## config.mk

```make
export PLATFORM = sky130hd
export DESIGN_NAME = rr_arbiter
export DESIGN_NICKNAME = d
export VERILOG_FILES = /design/src/rtl/arb_pkg.sv /design/src/rtl/rr_pick.sv /design/src/rtl/rr_arbiter.sv
export SDC_FILE = /design/constraint.sdc
export NUM_CORES = 1
export LEC_CHECK = 0
export CAP_MARGIN = 20
export CORE_UTILIZATION = 50
export CTS_CLUSTER_SIZE = 24
export DETAILED_ROUTE_END_ITERATION = 8
export PLACE_DENSITY = 0.87
export SETUP_SLACK_MARGIN = 0.05
export SLEW_MARGIN = 30
export SYNTH_ARGS = -nofsm -noshare
export SYNTH_HDL_FRONTEND = slang
export SYNTH_SLANG_ARGS = --single-unit
```

## constraint.sdc

```tcl
create_clock -name clk -period 2.85 [get_ports clk]
set_input_delay 0.855 -clock clk [delete_from_list [all_inputs] [get_ports clk]]
set_output_delay 0.855 -clock clk [all_outputs]
set_load 0.02 [all_outputs]
```

## src/rtl/arb_pkg.sv

```systemverilog
// -----------------------------------------------------------------------------
// arb_pkg
// Shared definitions for the round-robin arbiter:
//   arb_state_t  - controller states (IDLE, GRANT, RELEASE)
//   PTR_RESET    - reset value of the one-hot priority pointer; the top level
//                  slices off the low NUM_REQ bits, so requester 0 starts with
//                  highest priority.
// -----------------------------------------------------------------------------
package arb_pkg;

    typedef enum logic [1:0] {
        IDLE    = 2'd0,
        GRANT   = 2'd1,
        RELEASE = 2'd2
    } arb_state_t;

    localparam int unsigned PTR_MAX_W = 64;
    localparam logic [PTR_MAX_W-1:0] PTR_RESET = 64'd1;

endpackage

```

## src/rtl/rr_pick.sv

```systemverilog
// -----------------------------------------------------------------------------
// rr_pick
// Combinational round-robin pick: selects the first asserted request at or
// above the one-hot pointer, wrapping from the MSB back to bit 0.
//
// Ports:
//   req   in   NUM_REQ  request vector
//   ptr   in   NUM_REQ  one-hot priority pointer
//   pick  out  NUM_REQ  one-hot winner (all zero when no request)
//   idx   out  IDX_W    binary index of the winner (0 when no request)
//   any   out  1        at least one request asserted
// -----------------------------------------------------------------------------
module rr_pick #(
    parameter int NUM_REQ = 4,
    parameter int IDX_W   = $clog2(NUM_REQ)
) (
    input  logic [NUM_REQ-1:0] req,
    input  logic [NUM_REQ-1:0] ptr,
    output logic [NUM_REQ-1:0] pick,
    output logic [IDX_W-1:0]   idx,
    output logic               any
);

    localparam logic [NUM_REQ-1:0]   ONE_N  = NUM_REQ'(1);
    localparam logic [2*NUM_REQ-1:0] ONE_2N = (2*NUM_REQ)'(1);

    logic [NUM_REQ-1:0]   mask;
    logic [2*NUM_REQ-1:0] dreq;
    logic [2*NUM_REQ-1:0] dgnt;

    // The low half holds only requests at or above ptr; the high half holds
    // every request and so supplies the wrap-around candidate. Isolating the
    // lowest set bit of the doubled vector gives the round-robin winner.
    assign mask = ~(ptr - ONE_N);
    assign dreq = {req, req & mask};
    assign dgnt = dreq & ~(dreq - ONE_2N);
    assign pick = dgnt[NUM_REQ-1:0] | dgnt[2*NUM_REQ-1:NUM_REQ];
    assign any  = |req;

    always_comb begin
        // NOTE: give every combinational output a default before any
        // conditional assignment so no path leaves it unassigned (no latch).
        idx = '0;
        for (int i = 0; i < NUM_REQ; i++) begin
            if (pick[i]) begin
                idx = IDX_W'(i);
            end
        end
    end

endmodule

```

## src/rtl/rr_arbiter.sv

```systemverilog
// -----------------------------------------------------------------------------
// rr_arbiter
// Round-robin arbiter with a registered one-hot grant. The owner keeps the
// grant until it pulses done, drops its request, or holds for MAX_HOLD cycles
// while another requester waits. Every release is followed by a single
// grant-free RELEASE cycle before the next arbitration.
//
// Ports:
//   clk        in   1        clock, all logic on posedge
//   rst        in   1        synchronous active-high reset
//   req        in   NUM_REQ  level request per requester
//   done       in   NUM_REQ  completion pulse, only the owner's bit counts
//   gnt        out  NUM_REQ  registered one-hot grant
//   gnt_valid  out  1        registered OR of gnt
//   gnt_id     out  IDX_W    registered binary owner index (0 when idle)
//   timeout    out  1        pulse in the RELEASE cycle caused by the hold limit
// -----------------------------------------------------------------------------
module rr_arbiter
    import arb_pkg::*;
#(
    parameter int NUM_REQ  = 4,
    parameter int MAX_HOLD = 16
) (
    input  logic                       clk,
    input  logic                       rst,
    input  logic [NUM_REQ-1:0]         req,
    input  logic [NUM_REQ-1:0]         done,
    output logic [NUM_REQ-1:0]         gnt,
    output logic                       gnt_valid,
    output logic [$clog2(NUM_REQ)-1:0] gnt_id,
    output logic                       timeout
);

    localparam int IDX_W    = $clog2(NUM_REQ);
    localparam int HOLD_W   = (MAX_HOLD > 1) ? $clog2(MAX_HOLD) : 1;
    localparam int HOLD_SAT = (MAX_HOLD > 0) ? MAX_HOLD - 1 : 0;
    localparam logic [HOLD_W-1:0]  HOLD_LAST = HOLD_W'(HOLD_SAT);
    localparam logic [NUM_REQ-1:0] PTR_INIT  = PTR_RESET[NUM_REQ-1:0];

    arb_state_t state_q, state_d;
    logic [NUM_REQ-1:0] ptr_q, ptr_d;
    logic [HOLD_W-1:0]  hold_cnt_q, hold_cnt_d;
    logic [NUM_REQ-1:0] gnt_q, gnt_d;
    logic [IDX_W-1:0]   gnt_id_q, gnt_id_d;
    logic               gnt_valid_q, gnt_valid_d;
    logic               timeout_q, timeout_d;

    logic [NUM_REQ-1:0] pick;
    logic [IDX_W-1:0]   pick_idx;
    logic               pick_any;

    logic owner_done;
    logic owner_req;
    logic others_req;
    logic hold_hit;
    logic release_grant;

    rr_pick #(
        .NUM_REQ (NUM_REQ),
        .IDX_W   (IDX_W)
    ) u_pick (
        .req  (req),
        .ptr  (ptr_q),
        .pick (pick),
        .idx  (pick_idx),
        .any  (pick_any)
    );

    // Only the current owner's done/req bits matter; gnt_id_q is 0 outside
    // GRANT, but these terms are consumed only in GRANT.
    assign owner_done    = done[gnt_id_q];
    assign owner_req     = req[gnt_id_q];
    assign others_req    = |(req & ~gnt_q);
    assign hold_hit      = (MAX_HOLD != 0) && (hold_cnt_q == HOLD_LAST) && others_req;
    assign release_grant = owner_done || !owner_req || hold_hit;

    // State and datapath registers.
    always_ff @(posedge clk) begin
        if (rst) begin
            state_q     <= IDLE;
            ptr_q       <= PTR_INIT;
            hold_cnt_q  <= '0;
            gnt_q       <= '0;
            gnt_id_q    <= '0;
            gnt_valid_q <= 1'b0;
            timeout_q   <= 1'b0;
        end else begin
            // NOTE: non-blocking assignments so every register samples the
            // pre-edge values, independent of statement order.
            state_q     <= state_d;
            ptr_q       <= ptr_d;
            hold_cnt_q  <= hold_cnt_d;
            gnt_q       <= gnt_d;
            gnt_id_q    <= gnt_id_d;
            gnt_valid_q <= gnt_valid_d;
            timeout_q   <= timeout_d;
        end
    end

    // Next-state logic.
    always_comb begin
        state_d = state_q;
        unique case (state_q)
            IDLE, RELEASE: state_d = pick_any ? GRANT : IDLE;
            GRANT:         state_d = release_grant ? RELEASE : GRANT;
            default:       state_d = IDLE;
        endcase
    end

    // Next values of the registered outputs, pointer and hold counter.
    always_comb begin
        gnt_d      = gnt_q;
        gnt_id_d   = gnt_id_q;
        ptr_d      = ptr_q;
        hold_cnt_d = hold_cnt_q;
        timeout_d  = 1'b0;
        unique case (state_q)
            IDLE, RELEASE: begin
                if (pick_any) begin
                    gnt_d      = pick;
                    gnt_id_d   = pick_idx;
                    hold_cnt_d = '0;
                end else begin
                    gnt_d    = '0;
                    gnt_id_d = '0;
                end
            end
            GRANT: begin
                if (release_grant) begin
                    gnt_d      = '0;
                    gnt_id_d   = '0;
                    hold_cnt_d = '0;
                    // Next arbitration starts just past the departing owner.
                    ptr_d      = {gnt_q[NUM_REQ-2:0], gnt_q[NUM_REQ-1]};
                    // Flag only releases the hold limit caused on its own.
                    timeout_d  = hold_hit && owner_req && !owner_done;
                end else if ((MAX_HOLD != 0) && (hold_cnt_q != HOLD_LAST)) begin
                    hold_cnt_d = hold_cnt_q + HOLD_W'(1);
                end
            end
            default: begin
                gnt_d    = '0;
                gnt_id_d = '0;
            end
        endcase
        gnt_valid_d = |gnt_d;
    end

    assign gnt       = gnt_q;
    assign gnt_valid = gnt_valid_q;
    assign gnt_id    = gnt_id_q;
    assign timeout   = timeout_q;

endmodule
```

==> out/results.ini <==
[cells_and_area]
final_cell_mix=dfxtp_1, clkdlybuf4s50_1, buf_4, nand2b_1
layout-drive-gt1-share_pct=12.2
fin_cells=164
final_common_cell=dfxtp_1
fill_cells=148
diodes=0
nets=152
synthToLayoutAreaGrowth_pct=31.1

[yosys]
yosys.area_share.simple_pct=24.1
synthFlopType=dfxtp_1
synth_seq_cells=18
synthCells=111
yosys.area_share.adder_pct=2.58
synthArstFlopShare_pct=0
synth_edf_count=0
yosysWarnings=0
ys_seq_area_share_pct=37.1
avgSynthCellArea_sq_um=8.75
syn_nets=123
synth_top_family_by_area=compound AO/OA/AOI/OAI gates
synth_compound_area_share_pct=24.9
synthMuxAreaShare_pct=5.41
synth_area_sq_um=971
synth-xor-area-share_pct=0.902
yosysUniqueCellTypes=43

[setup_path]
slowest_delay_ns=0.50
path_buf_inv=3
worstReg2RegEnd=gnt_id[1]$_SDFFE_PP0P_
cp.arrival_ns=2.77
critPathKind=input pin to flip-flop
critPathCaptureType=flip-flop
r2r_setup_slack_ns=0.90
worstPathCellList=clkdlybuf4s50_1 -> nand2b_1 -> mux4_2 -> buf_4 -> nor3_1 -> buf_4 -> a211o_1 -> nor2b_1
cp_top_family=buffers and inverters
start_kind=input pin
critPathSlowestCell=clkdlybuf4s50_1
reg2reg_depth=7
path_common_cell=buf_4
path_max_fanout=4
critPathRequiredTime_ns=3.08
r2r-start=hold_cnt_q[0]$_SDFFE_PP0P_

[clock_network]
htreeDepth=1
cts_tree=yes
clk_latency_ns=0.29
cts_root_buf=clkbuf_4
clock_sinks=18
post_cts_buffers=0
cts.hold.buffers_added=0
clkTransAtPathRegs_ns=0.09
postCtsResizedCells=0
cts-buffers-inserted=3
clk_path_buf_depth=2

[timing]
maxSlewHeadroom_pct=63.4
setup_violations=0
hold_viol=0
fin_crit_ns=2.54
grt_setup_unrepaired=false
worst_pin_slew_ns=0.542
setup_tns_ns=0
skew_ns=0.00262
period_share_pct=89.3
max_freq_mhz=393
final-max-slew-violation-count=0

[grt]
grt_antenna_before_repair=0
overflow=0
first_global_vias=945
grt_max_degree=13
grt_usage_pct=27.0
grt_pass1_wl_mm=4.08

[detailed_routing]
wl_met3_um=102
drt-met1-wl_mm=1.07
avgViaCountPerCell=5.88
antenna_left=0
top_layer_used=met4
drt_first_iter_violations=36
via_count=965
met2_length_mm=1.18
detail_route.wl_per_cell_um=14.5
first_pass_iters=4
wl_mm=2.37
drc=0

[min_path]
min_delay_path_depth=2
min_to=hold_cnt_q[1]$_SDFFE_PP0P_
hold_path_class=flip-flop to flip-flop
hold_path_startpoint=hold_cnt_q[1]$_SDFFE_PP0P_

[power_and_ir_drop]
power_density_nw_per_um2=469
ir_drop_v=0.000443
p_leak_nw=0.535

[placement]
place.gp.congestion=0.848
numPortBuffers=17
placedCellCount=160
hpwl_mm=1.89

[floorplanning]
die_y_um=46.1
core_sq_um=1760
start_util_pct=55.0
io_pins=18
std_cell_rows=15
die_area_sq_um=2120
fp.dieW_um=46.1

[run]
drv_cap=0

[outcome]
status=completed

-- cell usage after synthesis (all sizes together), types with 2 or more instances --
library cell | number | area, sq um
o21ai | 3 | 15.0
a2bb2oi | 2 | 17.5
buf | 3 | 15.0
nor2b | 2 | 12.5
a211o | 4 | 35.0
a31oi | 2 | 12.5
ha | 2 | 25.0
nand3 | 5 | 25.0
nand2b | 10 | 62.6
nor4b | 2 | 17.5
nor2 | 8 | 30.0
nand2 | 5 | 18.8
inv | 8 | 30.0
mux2i | 3 | 30.0
a22oi | 2 | 15.0
o2bb2ai | 2 | 17.5
nor3 | 2 | 10.0
a21oi | 5 | 25.0
dfxtp | 18 | 360
-- cell type report --
type	count	area, sq um	share of cell area [%]
Multi-Input combinational cell	81	562	44.1
Sequential cell	18	360	28.3
Timing Repair Buffer	28	253	19.9
Clock buffer	4	36.3	2.85
Tap cell	25	31.3	2.46
Inverter	8	30.0	2.36
-- worst max path at each step --
stage,cells past startpoint,from,slack [ns],end
2_1_floorplan,7,req[0],0.40,hold_cnt_q[0]$_SDFFE_PP0P_
3_5_place_dp,6,req[1],0.02,hold_cnt_q[0]$_SDFFE_PP0P_
4_1_cts,8,req[1],0.32,gnt_id[1]$_SDFFE_PP0P_
6_report,8,req[1],0.31,gnt_id[1]$_SDFFE_PP0P_
3_3_place_gp,6,req[1],0.07,hold_cnt_q[0]$_SDFFE_PP0P_
5_1_grt,8,req[3],0.22,gnt_id[1]$_SDFFE_PP0P_
-- cells by family after synthesis --
| kind of cell | count (synthesis) |
|---|---|
| AND/OR/NAND/NOR | 42 |
| AO/OA/AOI/OAI | 32 |
| flip-flops | 18 |
| buffers and inverters | 12 |
| multiplexers | 4 |
| adder cells (fa/ha/maj) | 2 |
| XOR/XNOR | 1 |
-- power by group --
| part | internal, mW | switching, mW |
|---|---|---|
| combinational | 0.0824 | 0.0813 |
| clock | 0.0779 | 0.0727 |
| sequential | 0.267 | 0.0153 |
| total | 0.427 | 0.169 |
-- state kept, by name, summed over array words and instances (netlist names) --
register and count:
gnt_id 2, state_q 2, ptr_q 4, timeout 1, hold_cnt_q 4, gnt_valid 1
gnt 4
-- tightest hold or removal path, cell delays in order, from the launching register on --
cell     delay (ns)
dfxtp_1        0.33
nand3_1        0.07
a21oi_1        0.05
-- routing by layer --
metal / up-vias / GRT usage [%]
li1: 470 / -
met3: 4 / 5.88
met5: - / 0
met1: 461 / 32.8
met4: 0 / 7.06
met2: 30 / 47.6
-- stage by stage --
stage / setup slack, ns / total power, mW / hold slack, ns / utilization (%) / instance area (sq um)
floorplan: 0.395 / 0.376 / 0.461 / - / 971
global placement: 0.0719 / 0.442 / 0.471 / 70.1 / 1240
detailed placement: 0.0151 / 0.448 / 0.483 / 70.1 / 1240
CTS: 0.318 / 0.602 / 0.496 / 72.1 / 1270
global route: 0.223 / 0.629 / 0.538 / 72.1 / 1270
finish: 0.305 / 0.596 / 0.490 / 72.1 / 1270
Power figures use the tool's default switching activity.
